==> src/rtl/axi4_arb_pkg.sv <==
// Shared types and the round-robin pick helper used by the 2x1 AXI4 arbiter.
package axi4_arb_pkg;

  typedef enum logic {
    IDLE  = 1'b0,
    GRANT = 1'b1
  } arb_state_e;

  // valid must be non-zero; on a tie the master that did not win last time is picked
  function automatic logic rr_pick(input logic [1:0] valid, input logic last);
    if (valid == 2'b11) return ~last;
    return valid[1];
  endfunction

endpackage

==> src/rtl/axi4_if.sv <==
// AXI4 bundle with master/slave views; ID width is set per instance.
interface axi4_if #(
  parameter int ADDR_W = 32,
  parameter int DATA_W = 128,
  parameter int ID_W   = 4
);
  logic [ID_W-1:0]     awid;
  logic [ADDR_W-1:0]   awaddr;
  logic [7:0]          awlen;
  logic [2:0]          awsize;
  logic [1:0]          awburst;
  logic                awvalid;
  logic                awready;
  logic [DATA_W-1:0]   wdata;
  logic [DATA_W/8-1:0] wstrb;
  logic                wlast;
  logic                wvalid;
  logic                wready;
  logic [ID_W-1:0]     bid;
  logic [1:0]          bresp;
  logic                bvalid;
  logic                bready;
  logic [ID_W-1:0]     arid;
  logic [ADDR_W-1:0]   araddr;
  logic [7:0]          arlen;
  logic [2:0]          arsize;
  logic [1:0]          arburst;
  logic                arvalid;
  logic                arready;
  logic [ID_W-1:0]     rid;
  logic [DATA_W-1:0]   rdata;
  logic [1:0]          rresp;
  logic                rlast;
  logic                rvalid;
  logic                rready;

  modport master (
    output awid, awaddr, awlen, awsize, awburst, awvalid, input awready,
    output wdata, wstrb, wlast, wvalid, input wready,
    input bid, bresp, bvalid, output bready,
    output arid, araddr, arlen, arsize, arburst, arvalid, input arready,
    input rid, rdata, rresp, rlast, rvalid, output rready
  );

  modport slave (
    input awid, awaddr, awlen, awsize, awburst, awvalid, output awready,
    input wdata, wstrb, wlast, wvalid, output wready,
    output bid, bresp, bvalid, input bready,
    input arid, araddr, arlen, arsize, arburst, arvalid, output arready,
    output rid, rdata, rresp, rlast, rvalid, input rready
  );

endinterface

==> src/rtl/axi4_rr_grant.sv <==
// Two-requester round-robin grant FSM with a registered grant and last-grant pointer.
//   state | meaning
//   IDLE  | no grant held; picks a requester unless blocked
//   GRANT | gnt owns the channel until the downstream handshake
module axi4_rr_grant
  import axi4_arb_pkg::*;
(
  input  logic       clk,
  input  logic       rstn,
  input  logic [1:0] req,
  input  logic       hs,
  input  logic       block,
  output logic       gnt,
  output logic       active
);

  arb_state_e state_q, state_d;
  logic       gnt_q, gnt_d;
  logic       last_q, last_d;

  always_ff @(posedge clk or negedge rstn) begin
    if (!rstn) begin
      state_q <= IDLE;
      gnt_q   <= 1'b0;
      last_q  <= 1'b1;
    end else begin
      state_q <= state_d;
      gnt_q   <= gnt_d;
      last_q  <= last_d;
    end
  end

  always_comb begin
    state_d = state_q;
    gnt_d   = gnt_q;
    last_d  = last_q;
    case (state_q)
      IDLE: begin
        if (!block && (req != 2'b00)) begin
          state_d = GRANT;
          gnt_d   = rr_pick(req, last_q);
        end
      end
      GRANT: begin
        if (hs) begin
          state_d = IDLE;
          last_d  = gnt_q;
        end
      end
      default: state_d = IDLE;
    endcase
  end

  always_comb begin
    active = (state_q == GRANT);
    gnt    = gnt_q;
  end

endmodule

==> src/rtl/axi4_rr_arbiter_2x1.sv <==
// Shares one AXI4 slave between two masters: independent AW/AR round-robin,
// W steered in AW-grant order, B/R routed back by the extra slave-side ID bit.
module axi4_rr_arbiter_2x1
  import axi4_arb_pkg::*;
#(
  parameter int ADDR_W   = 32,
  parameter int DATA_W   = 128,
  parameter int ID_W     = 4,
  parameter int WR_DEPTH = 4
) (
  input logic   clk,
  input logic   rstn,
  axi4_if.slave  m0,
  axi4_if.slave  m1,
  axi4_if.master s
);

  localparam int PTR_W = $clog2(WR_DEPTH);

  logic              aw_g, aw_active, aw_hs;
  logic              ar_g, ar_active, ar_hs;
  logic [ADDR_W-1:0] aw_addr_sel, ar_addr_sel;
  logic [DATA_W-1:0] wdata_sel;

  logic [WR_DEPTH-1:0] wr_order_q;
  logic [PTR_W-1:0]    wr_ptr_q, rd_ptr_q;
  logic [PTR_W:0]      wr_cnt_q;
  logic                fifo_full, fifo_empty, wr_head, push, pop;
  logic                b_sel, r_sel;

  // ---------------- AW ----------------
  axi4_rr_grant u_aw_grant (
    .clk    (clk),
    .rstn   (rstn),
    .req    ({m1.awvalid, m0.awvalid}),
    .hs     (aw_hs),
    .block  (fifo_full),
    .gnt    (aw_g),
    .active (aw_active)
  );

  assign aw_hs       = s.awvalid & s.awready;
  assign aw_addr_sel = aw_g ? m1.awaddr : m0.awaddr;
  assign s.awvalid   = aw_active & (aw_g ? m1.awvalid : m0.awvalid);
  assign s.awid      = {aw_g, (aw_g ? m1.awid : m0.awid)};
  assign s.awaddr    = aw_addr_sel;
  assign s.awlen     = aw_g ? m1.awlen   : m0.awlen;
  assign s.awsize    = aw_g ? m1.awsize  : m0.awsize;
  assign s.awburst   = aw_g ? m1.awburst : m0.awburst;
  assign m0.awready  = aw_active & ~aw_g & s.awready;
  assign m1.awready  = aw_active &  aw_g & s.awready;

  // ---------------- write-order FIFO ----------------
  assign push       = aw_hs;
  assign pop        = s.wvalid & s.wready & s.wlast;
  assign fifo_full  = (wr_cnt_q == (PTR_W+1)'(WR_DEPTH));
  assign fifo_empty = (wr_cnt_q == '0);
  assign wr_head    = wr_order_q[rd_ptr_q];

  always_ff @(posedge clk or negedge rstn) begin
    if (!rstn) begin
      wr_order_q <= '0;
      wr_ptr_q   <= '0;
      rd_ptr_q   <= '0;
      wr_cnt_q   <= '0;
    end else begin
      if (push) begin
        wr_order_q[wr_ptr_q] <= aw_g;
        wr_ptr_q             <= wr_ptr_q + PTR_W'(1);
      end
      if (pop) rd_ptr_q <= rd_ptr_q + PTR_W'(1);
      case ({push, pop})
        2'b10:   wr_cnt_q <= wr_cnt_q + 1'b1;
        2'b01:   wr_cnt_q <= wr_cnt_q - 1'b1;
        default: wr_cnt_q <= wr_cnt_q;
      endcase
    end
  end

  // ---------------- W ----------------
  assign wdata_sel  = wr_head ? m1.wdata : m0.wdata;
  assign s.wvalid   = ~fifo_empty & (wr_head ? m1.wvalid : m0.wvalid);
  assign s.wdata    = wdata_sel;
  assign s.wstrb    = wr_head ? m1.wstrb : m0.wstrb;
  assign s.wlast    = wr_head ? m1.wlast : m0.wlast;
  assign m0.wready  = ~fifo_empty & ~wr_head & s.wready;
  assign m1.wready  = ~fifo_empty &  wr_head & s.wready;

  // B/R are pure pass-through, so they are gated by rstn to stay quiet in reset
  assign b_sel      = s.bid[ID_W];
  assign m0.bvalid  = rstn & s.bvalid & ~b_sel;
  assign m1.bvalid  = rstn & s.bvalid &  b_sel;
  assign m0.bid     = s.bid[ID_W-1:0];
  assign m1.bid     = s.bid[ID_W-1:0];
  assign m0.bresp   = s.bresp;
  assign m1.bresp   = s.bresp;
  assign s.bready   = rstn & (b_sel ? m1.bready : m0.bready);

  // ---------------- AR ----------------
  axi4_rr_grant u_ar_grant (
    .clk    (clk),
    .rstn   (rstn),
    .req    ({m1.arvalid, m0.arvalid}),
    .hs     (ar_hs),
    .block  (1'b0),
    .gnt    (ar_g),
    .active (ar_active)
  );

  assign ar_hs       = s.arvalid & s.arready;
  assign ar_addr_sel = ar_g ? m1.araddr : m0.araddr;
  assign s.arvalid   = ar_active & (ar_g ? m1.arvalid : m0.arvalid);
  assign s.arid      = {ar_g, (ar_g ? m1.arid : m0.arid)};
  assign s.araddr    = ar_addr_sel;
  assign s.arlen     = ar_g ? m1.arlen   : m0.arlen;
  assign s.arsize    = ar_g ? m1.arsize  : m0.arsize;
  assign s.arburst   = ar_g ? m1.arburst : m0.arburst;
  assign m0.arready  = ar_active & ~ar_g & s.arready;
  assign m1.arready  = ar_active &  ar_g & s.arready;

  // ---------------- R ----------------
  assign r_sel      = s.rid[ID_W];
  assign m0.rvalid  = rstn & s.rvalid & ~r_sel;
  assign m1.rvalid  = rstn & s.rvalid &  r_sel;
  assign m0.rid     = s.rid[ID_W-1:0];
  assign m1.rid     = s.rid[ID_W-1:0];
  assign m0.rdata   = s.rdata;
  assign m1.rdata   = s.rdata;
  assign m0.rresp   = s.rresp;
  assign m1.rresp   = s.rresp;
  assign m0.rlast   = s.rlast;
  assign m1.rlast   = s.rlast;
  assign s.rready   = rstn & (r_sel ? m1.rready : m0.rready);

endmodule

==> src/flat_wrapper.sv <==
// flat-port wrapper written by rule: the top's interface ports become plain ports
module axi4_rr_arbiter_2x1_flat import axi4_arb_pkg::*;
#(
  parameter int ADDR_W   = 32,
  parameter int DATA_W   = 128,
  parameter int ID_W     = 4,
  parameter int WR_DEPTH = 4
)
  (clk, rstn, m0_awid, m0_awaddr, m0_awlen, m0_awsize, m0_awburst, m0_awvalid, m0_awready, m0_wdata, m0_wstrb, m0_wlast, m0_wvalid, m0_wready, m0_bid, m0_bresp, m0_bvalid, m0_bready, m0_arid, m0_araddr, m0_arlen, m0_arsize, m0_arburst, m0_arvalid, m0_arready, m0_rid, m0_rdata, m0_rresp, m0_rlast, m0_rvalid, m0_rready, m1_awid, m1_awaddr, m1_awlen, m1_awsize, m1_awburst, m1_awvalid, m1_awready, m1_wdata, m1_wstrb, m1_wlast, m1_wvalid, m1_wready, m1_bid, m1_bresp, m1_bvalid, m1_bready, m1_arid, m1_araddr, m1_arlen, m1_arsize, m1_arburst, m1_arvalid, m1_arready, m1_rid, m1_rdata, m1_rresp, m1_rlast, m1_rvalid, m1_rready, s_awid, s_awaddr, s_awlen, s_awsize, s_awburst, s_awvalid, s_awready, s_wdata, s_wstrb, s_wlast, s_wvalid, s_wready, s_bid, s_bresp, s_bvalid, s_bready, s_arid, s_araddr, s_arlen, s_arsize, s_arburst, s_arvalid, s_arready, s_rid, s_rdata, s_rresp, s_rlast, s_rvalid, s_rready);
  axi4_if #(.ADDR_W(ADDR_W), .DATA_W(DATA_W), .ID_W(ID_W)) m0_i ();
  axi4_if #(.ADDR_W(ADDR_W), .DATA_W(DATA_W), .ID_W(ID_W)) m1_i ();
  axi4_if #(.ADDR_W(ADDR_W), .DATA_W(DATA_W), .ID_W(ID_W)) s_i ();
  input logic clk;
  input logic rstn;
  input wire logic [$bits(m0_i.awid)-1:0] m0_awid;
  input wire logic [$bits(m0_i.awaddr)-1:0] m0_awaddr;
  input wire logic [$bits(m0_i.awlen)-1:0] m0_awlen;
  input wire logic [$bits(m0_i.awsize)-1:0] m0_awsize;
  input wire logic [$bits(m0_i.awburst)-1:0] m0_awburst;
  input wire logic [$bits(m0_i.awvalid)-1:0] m0_awvalid;
  output wire logic [$bits(m0_i.awready)-1:0] m0_awready;
  input wire logic [$bits(m0_i.wdata)-1:0] m0_wdata;
  input wire logic [$bits(m0_i.wstrb)-1:0] m0_wstrb;
  input wire logic [$bits(m0_i.wlast)-1:0] m0_wlast;
  input wire logic [$bits(m0_i.wvalid)-1:0] m0_wvalid;
  output wire logic [$bits(m0_i.wready)-1:0] m0_wready;
  output wire logic [$bits(m0_i.bid)-1:0] m0_bid;
  output wire logic [$bits(m0_i.bresp)-1:0] m0_bresp;
  output wire logic [$bits(m0_i.bvalid)-1:0] m0_bvalid;
  input wire logic [$bits(m0_i.bready)-1:0] m0_bready;
  input wire logic [$bits(m0_i.arid)-1:0] m0_arid;
  input wire logic [$bits(m0_i.araddr)-1:0] m0_araddr;
  input wire logic [$bits(m0_i.arlen)-1:0] m0_arlen;
  input wire logic [$bits(m0_i.arsize)-1:0] m0_arsize;
  input wire logic [$bits(m0_i.arburst)-1:0] m0_arburst;
  input wire logic [$bits(m0_i.arvalid)-1:0] m0_arvalid;
  output wire logic [$bits(m0_i.arready)-1:0] m0_arready;
  output wire logic [$bits(m0_i.rid)-1:0] m0_rid;
  output wire logic [$bits(m0_i.rdata)-1:0] m0_rdata;
  output wire logic [$bits(m0_i.rresp)-1:0] m0_rresp;
  output wire logic [$bits(m0_i.rlast)-1:0] m0_rlast;
  output wire logic [$bits(m0_i.rvalid)-1:0] m0_rvalid;
  input wire logic [$bits(m0_i.rready)-1:0] m0_rready;
  input wire logic [$bits(m1_i.awid)-1:0] m1_awid;
  input wire logic [$bits(m1_i.awaddr)-1:0] m1_awaddr;
  input wire logic [$bits(m1_i.awlen)-1:0] m1_awlen;
  input wire logic [$bits(m1_i.awsize)-1:0] m1_awsize;
  input wire logic [$bits(m1_i.awburst)-1:0] m1_awburst;
  input wire logic [$bits(m1_i.awvalid)-1:0] m1_awvalid;
  output wire logic [$bits(m1_i.awready)-1:0] m1_awready;
  input wire logic [$bits(m1_i.wdata)-1:0] m1_wdata;
  input wire logic [$bits(m1_i.wstrb)-1:0] m1_wstrb;
  input wire logic [$bits(m1_i.wlast)-1:0] m1_wlast;
  input wire logic [$bits(m1_i.wvalid)-1:0] m1_wvalid;
  output wire logic [$bits(m1_i.wready)-1:0] m1_wready;
  output wire logic [$bits(m1_i.bid)-1:0] m1_bid;
  output wire logic [$bits(m1_i.bresp)-1:0] m1_bresp;
  output wire logic [$bits(m1_i.bvalid)-1:0] m1_bvalid;
  input wire logic [$bits(m1_i.bready)-1:0] m1_bready;
  input wire logic [$bits(m1_i.arid)-1:0] m1_arid;
  input wire logic [$bits(m1_i.araddr)-1:0] m1_araddr;
  input wire logic [$bits(m1_i.arlen)-1:0] m1_arlen;
  input wire logic [$bits(m1_i.arsize)-1:0] m1_arsize;
  input wire logic [$bits(m1_i.arburst)-1:0] m1_arburst;
  input wire logic [$bits(m1_i.arvalid)-1:0] m1_arvalid;
  output wire logic [$bits(m1_i.arready)-1:0] m1_arready;
  output wire logic [$bits(m1_i.rid)-1:0] m1_rid;
  output wire logic [$bits(m1_i.rdata)-1:0] m1_rdata;
  output wire logic [$bits(m1_i.rresp)-1:0] m1_rresp;
  output wire logic [$bits(m1_i.rlast)-1:0] m1_rlast;
  output wire logic [$bits(m1_i.rvalid)-1:0] m1_rvalid;
  input wire logic [$bits(m1_i.rready)-1:0] m1_rready;
  output wire logic [$bits(s_i.awid)-1:0] s_awid;
  output wire logic [$bits(s_i.awaddr)-1:0] s_awaddr;
  output wire logic [$bits(s_i.awlen)-1:0] s_awlen;
  output wire logic [$bits(s_i.awsize)-1:0] s_awsize;
  output wire logic [$bits(s_i.awburst)-1:0] s_awburst;
  output wire logic [$bits(s_i.awvalid)-1:0] s_awvalid;
  input wire logic [$bits(s_i.awready)-1:0] s_awready;
  output wire logic [$bits(s_i.wdata)-1:0] s_wdata;
  output wire logic [$bits(s_i.wstrb)-1:0] s_wstrb;
  output wire logic [$bits(s_i.wlast)-1:0] s_wlast;
  output wire logic [$bits(s_i.wvalid)-1:0] s_wvalid;
  input wire logic [$bits(s_i.wready)-1:0] s_wready;
  input wire logic [$bits(s_i.bid)-1:0] s_bid;
  input wire logic [$bits(s_i.bresp)-1:0] s_bresp;
  input wire logic [$bits(s_i.bvalid)-1:0] s_bvalid;
  output wire logic [$bits(s_i.bready)-1:0] s_bready;
  output wire logic [$bits(s_i.arid)-1:0] s_arid;
  output wire logic [$bits(s_i.araddr)-1:0] s_araddr;
  output wire logic [$bits(s_i.arlen)-1:0] s_arlen;
  output wire logic [$bits(s_i.arsize)-1:0] s_arsize;
  output wire logic [$bits(s_i.arburst)-1:0] s_arburst;
  output wire logic [$bits(s_i.arvalid)-1:0] s_arvalid;
  input wire logic [$bits(s_i.arready)-1:0] s_arready;
  input wire logic [$bits(s_i.rid)-1:0] s_rid;
  input wire logic [$bits(s_i.rdata)-1:0] s_rdata;
  input wire logic [$bits(s_i.rresp)-1:0] s_rresp;
  input wire logic [$bits(s_i.rlast)-1:0] s_rlast;
  input wire logic [$bits(s_i.rvalid)-1:0] s_rvalid;
  output wire logic [$bits(s_i.rready)-1:0] s_rready;
  assign m0_i.awid = m0_awid;
  assign m0_i.awaddr = m0_awaddr;
  assign m0_i.awlen = m0_awlen;
  assign m0_i.awsize = m0_awsize;
  assign m0_i.awburst = m0_awburst;
  assign m0_i.awvalid = m0_awvalid;
  assign m0_awready = m0_i.awready;
  assign m0_i.wdata = m0_wdata;
  assign m0_i.wstrb = m0_wstrb;
  assign m0_i.wlast = m0_wlast;
  assign m0_i.wvalid = m0_wvalid;
  assign m0_wready = m0_i.wready;
  assign m0_bid = m0_i.bid;
  assign m0_bresp = m0_i.bresp;
  assign m0_bvalid = m0_i.bvalid;
  assign m0_i.bready = m0_bready;
  assign m0_i.arid = m0_arid;
  assign m0_i.araddr = m0_araddr;
  assign m0_i.arlen = m0_arlen;
  assign m0_i.arsize = m0_arsize;
  assign m0_i.arburst = m0_arburst;
  assign m0_i.arvalid = m0_arvalid;
  assign m0_arready = m0_i.arready;
  assign m0_rid = m0_i.rid;
  assign m0_rdata = m0_i.rdata;
  assign m0_rresp = m0_i.rresp;
  assign m0_rlast = m0_i.rlast;
  assign m0_rvalid = m0_i.rvalid;
  assign m0_i.rready = m0_rready;
  assign m1_i.awid = m1_awid;
  assign m1_i.awaddr = m1_awaddr;
  assign m1_i.awlen = m1_awlen;
  assign m1_i.awsize = m1_awsize;
  assign m1_i.awburst = m1_awburst;
  assign m1_i.awvalid = m1_awvalid;
  assign m1_awready = m1_i.awready;
  assign m1_i.wdata = m1_wdata;
  assign m1_i.wstrb = m1_wstrb;
  assign m1_i.wlast = m1_wlast;
  assign m1_i.wvalid = m1_wvalid;
  assign m1_wready = m1_i.wready;
  assign m1_bid = m1_i.bid;
  assign m1_bresp = m1_i.bresp;
  assign m1_bvalid = m1_i.bvalid;
  assign m1_i.bready = m1_bready;
  assign m1_i.arid = m1_arid;
  assign m1_i.araddr = m1_araddr;
  assign m1_i.arlen = m1_arlen;
  assign m1_i.arsize = m1_arsize;
  assign m1_i.arburst = m1_arburst;
  assign m1_i.arvalid = m1_arvalid;
  assign m1_arready = m1_i.arready;
  assign m1_rid = m1_i.rid;
  assign m1_rdata = m1_i.rdata;
  assign m1_rresp = m1_i.rresp;
  assign m1_rlast = m1_i.rlast;
  assign m1_rvalid = m1_i.rvalid;
  assign m1_i.rready = m1_rready;
  assign s_awid = s_i.awid;
  assign s_awaddr = s_i.awaddr;
  assign s_awlen = s_i.awlen;
  assign s_awsize = s_i.awsize;
  assign s_awburst = s_i.awburst;
  assign s_awvalid = s_i.awvalid;
  assign s_i.awready = s_awready;
  assign s_wdata = s_i.wdata;
  assign s_wstrb = s_i.wstrb;
  assign s_wlast = s_i.wlast;
  assign s_wvalid = s_i.wvalid;
  assign s_i.wready = s_wready;
  assign s_i.bid = s_bid;
  assign s_i.bresp = s_bresp;
  assign s_i.bvalid = s_bvalid;
  assign s_bready = s_i.bready;
  assign s_arid = s_i.arid;
  assign s_araddr = s_i.araddr;
  assign s_arlen = s_i.arlen;
  assign s_arsize = s_i.arsize;
  assign s_arburst = s_i.arburst;
  assign s_arvalid = s_i.arvalid;
  assign s_i.arready = s_arready;
  assign s_i.rid = s_rid;
  assign s_i.rdata = s_rdata;
  assign s_i.rresp = s_rresp;
  assign s_i.rlast = s_rlast;
  assign s_i.rvalid = s_rvalid;
  assign s_rready = s_i.rready;
  axi4_rr_arbiter_2x1 #(.ADDR_W(ADDR_W), .DATA_W(DATA_W), .ID_W(ID_W), .WR_DEPTH(WR_DEPTH)) u_core (.clk(clk), .rstn(rstn), .m0(m0_i), .m1(m1_i), .s(s_i));
endmodule
==> config.mk <==
export PLATFORM = sky130hd
export DESIGN_NAME = axi4_rr_arbiter_2x1_flat
export DESIGN_NICKNAME = d
export VERILOG_FILES = /design/src/rtl/axi4_arb_pkg.sv /design/src/rtl/axi4_if.sv /design/src/rtl/axi4_rr_grant.sv /design/src/rtl/axi4_rr_arbiter_2x1.sv /design/src/flat_wrapper.sv
export SDC_FILE = /design/constraint.sdc
export NUM_CORES = 1
export LEC_CHECK = 0
export BUFFER_PORTS_ARGS = -buffer_cell sky130_fd_sc_hd__buf_2
export CORE_AREA = 5 5 453 455
export CTS_CLUSTER_SIZE = 12
export DETAILED_ROUTE_END_ITERATION = 10
export DIE_AREA = 0 0 458 460
export HOLD_SLACK_MARGIN = 0.08
export PLACE_DENSITY_LB_ADDON = 0.1
export SLEW_MARGIN = 20
export SYNTH_ARGS = -nofsm -noshare
export SYNTH_HDL_FRONTEND = slang
export SYNTH_SLANG_ARGS = --single-unit
==> constraint.sdc <==
create_clock -name clk -period 3.2 [get_ports clk]
set_input_delay 0 -clock clk [delete_from_list [all_inputs] [get_ports clk]]
set_output_delay 0 -clock clk [all_outputs]
set_load 0.01 [all_outputs]
Word-level counts from Yosys, hierarchy flattened

Cells that the tools add are included.

Flip-flop bits (word level): 17
Input bits: 644
Logic and storage cells: 100
Output and inout port bits: 540

Muxes and demuxes: 38
Eq/ne operators: 5
Bitwise operators: 29
$lt $le $gt $ge: 3
Add/sub/neg operators: 4
Reductions and logical operators: 11

Operators by type and width:

| cell                                                                          | count |
|---|---|
| 128-bit two-way mux                                                           | 1 |
| 32-bit two-way mux                                                            | 2 |
| 1-bit AND                                                                     | 21 |
| 1-bit two-way mux                                                             | 20 |
| 16-bit two-way mux                                                            | 1 |
| 8-bit two-way mux                                                             | 2 |
| 4-bit two-way mux                                                             | 2 |
| 1-bit inverter                                                                | 8 |
| 2-bit AND reduction                                                           | 4 |
| 2-bit == test (second input constant)                                         | 3 |
| 2-bit by 3-bit less-than comparator with 1-bit output (second input constant) | 2 |
| 3-bit two-way mux                                                             | 2 |
| 3-bit case mux with 2 select lines                                            | 1 |
| 2-bit nonzero test                                                            | 3 |
| 2-bit by 1-bit adder with 2-bit output (second input constant)                | 2 |
| 4-bit bitwise mux                                                             | 1 |
| 2-bit two-way mux                                                             | 2 |
| 1-bit case mux with 2 select lines                                            | 2 |
| 3-bit by 1-bit adder with 3-bit output (second input constant)                | 1 |
| 3-bit == test (second input constant)                                         | 1 |
| 3-bit logical NOT                                                             | 1 |
| 3-bit by 1-bit subtractor with 3-bit output (second input constant)           | 1 |
| 1-bit binary-select mux with 2-bit select                                     | 1 |
| 1-bit demux with 2-bit select                                                 | 1 |
| other kinds (4)                                                               | 5 |

Longest topological paths before layout

Gate-level depths: netlist of run 1.

Word-level depth: 8
Gate-level depth with buffers: 13
Gate-level depth less buffers: 10

By module

From an unflattened synthesis of run 1, not the netlist that was laid out.

Cell total of the unflattened synthesis: 651
Area total of the unflattened synthesis: 6,468.7 um^2

By module, submodules not included:

| module              | area each (um^2) | times used | cells an instance | sequential area each (um^2) |
|---|---|---|---|---|
| axi4_rr_arbiter_2x1 | 6,175.9          | 1          | 627               | 275.3 |
| axi4_rr_grant       | 146.4            | 2          | 12                | 76.3 |

Worst setup path before layout of run 1

OpenSTA, ideal clock, no wires.

Kind: register to register
From: reg u_core.rd_ptr_q[0]
To: reg u_core.wr_cnt_q[2]
Arrival: 2.482 ns
Clock period less this slack: 2.561 ns
Path buffers: 3
Stages on the path, launching flop included: 14
Setup slack: 0.639 ns
Path through: dfrtp_1 mux4_2 buf_2 buf_6 buf_6 nor2_1 a31oi_1 nor2_1 ha_1 inv_1 fa_1 xor2_1 nor2_1 xor2_1

Cells in the longest elaborated chain, start to end: 8
Elaborated cells on any way between the ends: 11

Ends and longest elaborated chain:

| element                                                                   | line                      | RTL |
|---|---|---|
| from (decl)                                                               | axi4_rr_arbiter_2x1.sv:26 | `logic [PTR_W-1:0] wr_ptr_q, rd_ptr_q;` |
| from (signal assigned)                                                    | axi4_rr_arbiter_2x1.sv:71 | `if (pop) rd_ptr_q <= rd_ptr_q + PTR_W'(1);` |
| 1-bit binary-select mux with 2-bit select (*)                             | axi4_rr_arbiter_2x1.sv:58 | `assign wr_head = wr_order_q[rd_ptr_q];` |
| 1-bit two-way mux (implied by the code) (*)                               | axi4_rr_arbiter_2x1.sv:58 |  |
| 1-bit two-way mux                                                         | axi4_rr_arbiter_2x1.sv:82 | `assign s.wvalid = ~fifo_empty & (wr_head ? m1.wvalid : m0.wvalid);` |
| 1-bit AND                                                                 | axi4_rr_arbiter_2x1.sv:82 |  |
| 1-bit AND                                                                 | axi4_rr_arbiter_2x1.sv:55 | `assign pop = s.wvalid & s.wready & s.wlast;` |
| 1-bit AND (*)                                                             | axi4_rr_arbiter_2x1.sv:55 |  |
| named net u_core.pop                                                      | axi4_rr_arbiter_2x1.sv:28 | `logic fifo_full, fifo_empty, wr_head, push, pop;` |
| 2-bit by 1-bit == test with 1-bit output or 2-bit == test (tied branches) | axi4_rr_arbiter_2x1.sv:72 | `case ({push, pop})` |
| 3-bit case mux with 2 select lines or 2-bit nonzero test (tied branches)  | n/a                       |  |
| to (signal assigned)                                                      | axi4_rr_arbiter_2x1.sv:73 | `2'b10: wr_cnt_q <= wr_cnt_q + 1'b1;` |
| to (signal assigned)                                                      | axi4_rr_arbiter_2x1.sv:74 | `2'b01: wr_cnt_q <= wr_cnt_q - 1'b1;` |
| to (signal assigned)                                                      | axi4_rr_arbiter_2x1.sv:75 | `default: wr_cnt_q <= wr_cnt_q;` |
| to (decl)                                                                 | axi4_rr_arbiter_2x1.sv:27 | `logic [PTR_W:0] wr_cnt_q;` |

The timed path passes the listed nets; every way through them passes the cells marked *. The select of a mux whose other input is x is not followed.
A chain may end at the register's enable or synchronous reset.

Worst setup path in the final report of run 1

From: reg u_core.rd_ptr_q[0]
To: out s_wdata[126]

Cells in the longest elaborated chain, start to end: 3

Ends and longest elaborated chain:

| element                                   | line                      | RTL |
|---|---|---|
| 1-bit binary-select mux with 2-bit select | axi4_rr_arbiter_2x1.sv:58 |  |
| 1-bit two-way mux (implied by the code)   | axi4_rr_arbiter_2x1.sv:58 |  |
| 128-bit two-way mux                       | axi4_rr_arbiter_2x1.sv:81 | `assign wdata_sel = wr_head ? m1.wdata : m0.wdata;` |
| to (decl)                                 | flat_wrapper.sv:80        | `output wire logic [$bits(s_i.wdata)-1:0] s_wdata;` |

No other way between the ends. The select of a mux whose other input is x is not followed.

==> metrics.yaml, run 1 <==
outcome: "finished clean"
drtIter0Drc: 245
gp_congestion: 0.738
cts_buffers: 3
avgSynthCellArea_um2: 9.77
yosys_warnings: 0
worstReg2RegEnd: "u_core.wr_cnt_q[2]$_DFFE_PN0P_"
yosys-top-cells-area: "buf_4, mux2_2, mux2_4, dfrtp_1, buf_6"
placementRows: 165
layout_commonest_cell: "buf_2"
leakage_nw: 5.46
yosysSeqAreaShare_pct: 6.67
slew_headroom_pct: 40.0
finalMaxSlewViolations: 0
tritoncts: "yes"
die_height_um: 460
worst-path-max-fanout: 42
drive_gt1_share_pct: 80.8
synthAdderAreaFrac_pct: 1.29
cts_resized: 0
post-dp-hpwl_mm: 81.7
yosysTopAreaCellShare_pct: 33.5
io_buffers: 752
min_from: "m0_wvalid"
drt-pass1-iter-count: 4
holdCritPathClass: "input pin to register"
synth-xor-area-share_pct: 0.682
max_freq_mhz: 380
start_kind: "register"
placed_area_mm2: 0.0113
cts_buffer_depth: 2
post-route-period-util_pct: 82.2
die_area_mm2: 0.211
antenna_found_initial: 84
r2r-start: "u_core.rd_ptr_q[0]$_DFFE_PN0P_"
grt_pass1_wl_mm: 104
path_clk_slew_ps: 60
grtUsageTotal_pct: 7.75
die_w_um: 458
reg2reg_depth: 10
synth_top_cell_by_area: "buf_4"
rsz0062_at_grt: "no"
ys_ff_latch: 17
r2r_slack_ps: 610
final_core_util_pct: 6.40
p_per_area_mw_per_mm2: 730
synth-compound-area-share_pct: 1.44
gr-total-overflow: 0
hold_path_depth: 3
fin_nets: 1909
irDropWorstVdd_v: 0.000636
clkSinkCount: 17
critPathKind: "register to output port"
htree_num_levels: 1
final_hold_viol_count: 0
post-route-min-period_ps: 2630
crit_required_ps: 3200
grt_start_max_net_pins: 81
final_area_mm2: 0.0129
vias: 7734
tns_ps: 0
cap_violations: 0
tightest_slew_ps: 900
clockRootBuffer: "clkbuf_16"
setup_viol: 0
end_kind: "output port"
synth.distinct_cells: 32
ant_nets: 0
fin_skew_ps: 13.1
drt_wl_total_mm: 88.0
critPathArrivalTime_ps: 2630
worstSkewPairLatency_ps: 280
wire_per_inst_um: 22.3
syn-cell-area_mm2: 0.00642
synth-simple-area-share_pct: 2.46
post_cts_buffers: 0
final_cell_mix: "buf_2, mux2_2, dlygate4sd3_1, mux2_4, nand2_1"
core-area_mm2: 0.201
worstHoldEndpoint: "u_core.rd_ptr_q[0]$_DFFE_PN0P_"
netlist_instances: 657
io_pins: 1184
synth_top_family_by_area: "multiplexers"
area_growth_pct: 100
muxShareOfSynthArea_pct: 50.4
drc: 0
start_util_pct: 3.20
grt_pass1_vias: 8133
vias_per_cell: 1.96
critical path: stages (launching register included):
cell and delay, ps:
dfrtp_1 410, mux4_4 750, buf_4 340, mux2_4 490
buf_2 200
cells in the mapped netlist:
library cell and count:
ha_1 5, a31oi_1 4, nand2_1 14, buf_6 11, inv_1 8, nor3b_1 1
nor2_1 12, dfstp_2 2, dfrtp_1 15, nand3_1 2, o32a_1 1, o31ai_1 1
buf_4 286, and3_1 2, buf_2 8, xnor2_1 2, nand2b_1 1, clkbuf_1 7
nor3_1 1, a21oi_1 1, nor2b_1 1, mux2_4 95, mux2i_1 6, o21ai_0 5
fa_1 1, mux2_2 153, and2_1 2, a32o_1 2, conb_1 1, buf_1 3
mux4_2 1, xor2_1 3
state kept, by name, summed over array words and instances, names as in the netlist:
| name | flops |
|---|---|
| u_core.u_ar_grant.active | 1 |
| u_core.rd_ptr_q | 2 |
| u_core.u_ar_grant.last_q | 1 |
| u_core.wr_ptr_q | 2 |
| u_core.u_ar_grant.gnt | 1 |
| u_core.wr_cnt_q | 3 |
| u_core.u_aw_grant.active | 1 |
| u_core.u_aw_grant.gnt | 1 |
| u_core.u_aw_grant.last_q | 1 |
| u_core.wr_order_q | 4 |
worst max path at each step:
stage               slack [ps]                             end                      startpoint  depth (start not counted)
floorplan                  640  u_core.wr_cnt_q[2]$_DFFE_PN0P_  u_core.rd_ptr_q[0]$_DFFE_PN0P_                         13
global placement           460  u_core.wr_cnt_q[2]$_DFFE_PN0P_  u_core.rd_ptr_q[0]$_DFFE_PN0P_                         10
detailed placement         550  u_core.wr_cnt_q[2]$_DFFE_PN0P_  u_core.rd_ptr_q[0]$_DFFE_PN0P_                         10
CTS                        470                    s_wdata[110]  u_core.rd_ptr_q[0]$_DFFE_PN0P_                          4
global route               410  u_core.wr_cnt_q[2]$_DFFE_PN0P_  u_core.rd_ptr_q[0]$_DFFE_PN0P_                         10
finish                     570                    s_wdata[126]  u_core.rd_ptr_q[0]$_DFFE_PN0P_                          4
logic make-up after synthesis:
group | after synthesis
buffers and inverters | 323
adders and majority gates | 6
muxes | 255
other | 1
DFF | 17
xor gates and xnor gates | 5
and+or+nand+nor | 36
AOI/OAI and AO/OA | 14
power breakdown:
| part | leakage, nW | internal [mW] | switching, mW |
|---|---|---|---|
| combinational | 5.23 | 3.75 | 4.86 |
| clock | 0.0409 | 0.169 | 0.124 |
| sequential | 0.195 | 0.333 | 0.154 |
per-layer routing:
layer / up-vias / share of wire, % / wire length, um / global-route usage, %
li1: 3162 / - / - / -
met3: 138 / 16 / 14000 / 5.45
met1: 3564 / 38 / 33800 / 8.80
met4: 38 / 0.97 / 851 / 0.404
met5: - / 0.29 / 253 / 0
met2: 832 / 44 / 39100 / 12.4
through the flow:
step | hold slack [ps] | std cells | setup WS, ps | power (mW)
floorplan | -296 | 660 | 639 | 5.52
global placement | 0.100 | 3776 | 457 | 9.38
detailed placement | 0.100 | 3776 | 547 | 9.30
CTS | 137 | 3930 | 465 | 10.0
global route | 162 | 3932 | 406 | 10.3
finish | 146 | 3940 | 571 | 9.40
timing repair:
action                                 in CTS  in global routing
setup endpoints to repair                   0                  0
endpoints found under the hold margin     302                  0
hold buffers                              150                  0
final cells by class:
cell class              count  area (um2)
inverters                   8        30.0
repair buffers            909        5330
clock inverters             1        5.00
multi-input cells         320        3630
fillers                 23800      188000
diodes                     10        25.0
clock buffers               3        75.1
well taps                2672        3340
flip-flops and latches     17         430
No activity file was read; power rests on OpenSTA's default activity.
==> inputs of run 2 (changes only) <==
==> constraint.sdc (replaced) <==
create_clock -name clk -period 2.46 [get_ports clk]
set_input_delay 0 -clock clk [delete_from_list [all_inputs] [get_ports clk]]
set_output_delay 0 -clock clk [all_outputs]
set_load 0.01 [all_outputs]
==> metrics.yaml, run 2 (synthesis gave the netlist of run 1 again) <==
largest_reg_flops: 4  # unchanged
clockRootBuffer: "clkbuf_16"
ant_nets: 0  # unchanged
largestRegisters: "u_core.wr_order_q (4), u_core.wr_cnt_q (3)"
final_cell_mix: "buf_2, mux2_2, dlygate4sd3_1, mux2_4, buf_4"
failed_checks: "setup timing"
p_per_area_mw_per_mm2: 959  # +31%
grtUsageTotal_pct: 8.48  # +0.73 points
grt_start_max_net_pins: 59  # -27%
area_growth_pct: 103
layout_commonest_cell: "buf_2"
core-area_mm2: 0.201  # unchanged
post-route-period-util_pct: 103
end_kind: "output port"
crit_required_ps: 2460  # -740 ps
worstSkewPairLatency_ps: 260  # -20 ps
grt_pass1_wl_mm: 112  # +7.5%
post-dp-hpwl_mm: 89.6  # +9.7%
antenna_found_initial: 109  # +30%
finalMaxSlewViolations: 0  # unchanged
io_buffers: 752  # unchanged
critPathKind: "register to output port"
rsz0062_at_grt: "yes"
gr-total-overflow: 0  # unchanged
final_hold_viol_count: 0  # unchanged
worst-path-max-fanout: 58  # +38%
post-route-min-period_ps: 2540
drc: 0  # unchanged
max_freq_mhz: 394
setup_viol: 37  # +37
irDropWorstVdd_v: 0.000780  # +23%
worst_path_dominant_cell_family: "multiplexers"
placed_area_mm2: 0.0114  # +1.0%
vias_per_cell: 1.95  # -0.61%
final_area_mm2: 0.0130  # +1.4%
critPathMaxStageDelay_ps: 720  # -30 ps
io_pins: 1184  # unchanged
crit_path_start: "u_core.rd_ptr_q[0]$_DFFE_PN0P_"
tritoncts: "yes"
die_height_um: 460  # unchanged
slew_headroom_pct: 43.8  # +3.8 points
path_clk_slew_ps: 60  # about the same
drive_gt1_share_pct: 81.6  # +0.80 points
top_register: "u_core.wr_order_q"
htree_num_levels: 1  # unchanged
die_area_mm2: 0.211  # unchanged
leakage_nw: 5.54  # +1.5%
grt_pass1_vias: 8140  # +0.086%
drtIter0Drc: 220  # -10%
cts_buffers: 3  # unchanged
wire_per_inst_um: 24.3  # +9.0%
placementRows: 165  # unchanged
start_util_pct: 3.20  # unchanged
hold_slack_ps: 99.4  # -46.4 ps
dp_cells: 3785  # +0.24%
fin_skew_ps: 2.26  # -10.8 ps
post_cts_buffers: 0  # unchanged
holdCritPathClass: "input pin to asynchronous set/reset pin"
cpMaxStageDelayCell: "mux4_4"
worst_slack_ps: -77.9  # -649 ps
drt_wl_total_mm: 96.2  # +9.2%
drt-pass1-iter-count: 4  # unchanged
gp_congestion: 0.700  # -5.2%
critPathArrivalTime_ps: 2540  # -90 ps
cap_violations: 0  # unchanged
instances_no_fill: 3950  # +0.25%
clkSinkCount: 17  # unchanged
outcome: "finished with violations"
cts_buffer_depth: 2  # unchanged
worstPathCellList: "mux4_4 -> buf_4 -> buf_12 -> mux2_4 -> buf_2"
fin_nets: 1915  # +0.31%
vias: 7706  # -0.36%
tightest_slew_ps: 843  # -56.3 ps
start_kind: "register"
die_w_um: 458  # unchanged
fill_cells: 23800  # -0.059%
path_buf_inv: 3  # +1
r2r-start: "u_core.rd_ptr_q[0]$_DFFE_PN0P_"
## run 2: cell count changes in the layout (fill, tap and decap cells not counted), sizes merged
cell | before | now
dlygate4sd3 | 150 | 147
diode | 10 | 14
buf | 759 | 768
## run 2: worst paths after layout
kind | to | slack [ps] | cells past startpoint
max | s_wdata[37] | -80 | 5
min | u_core.u_ar_grant.active$_DFF_PN0_ | 100 | 2
max reg2reg | u_core.wr_cnt_q[2]$_DFFE_PN0P_ | -60 | 10
min reg2reg | u_core.u_aw_grant.last_q$_DFFE_PN1P_ | 480 | 2
max in group asynchronous | u_core.u_aw_grant.last_q$_DFFE_PN1P_ | 1810 | 3
min in group clk | u_core.u_ar_grant.gnt$_DFFE_PN0P_ | 100 | 3
## run 2: through the flow
stage	setup TNS (ps)	util (%)	setup slack (ps)	total power, mW
2_1_floorplan	-66.9	-	-66.9	7.24
3_3_place_gp	-337	5.66	-267	12.4
3_5_place_dp	-110	5.66	-110	12.2
4_1_cts	-273	6.45	-104	13.2
5_1_grt	-3620	6.48	-162	13.7
6_report	-1050	6.49	-77.9	12.5
## run 2: routing by layer
metal	GRT usage [%]	up-vias	share of wire (%)	routed length (um)
li1	-	3182	-	-
met2	14.8	856	48	46000
met1	8.89	3468	35	33700
met4	0.598	28	1.3	1230
met3	5.52	172	16	15100
met5	0	-	0.22	215
## run 2: area by class of cell
cell class	count	area, um2	share of cell area [%]
repair buffers	915	5450	41.8
diodes	14	35.0	0.269
multi-input cells	320	3670	28.2
flip-flops and latches	17	430	3.30
clock inverters	1	5.00	0.0384
clock buffers	3	75.1	0.576
inverters	8	30.0	0.230
well taps	2672	3340	25.6
## run 2: power by group
part	total [mW]	switching [mW]	internal, mW
logic	11.6	6.45	5.16
clock network	0.355	0.137	0.219
registers	0.545	0.110	0.435
## run 2: timing repair
item,in CTS,in global routing
gates resized for setup,11,18
pin swaps,1,5
endpoints found under the setup margin,40,72
hold buffers,147,0
hold endpoints to repair,303,0
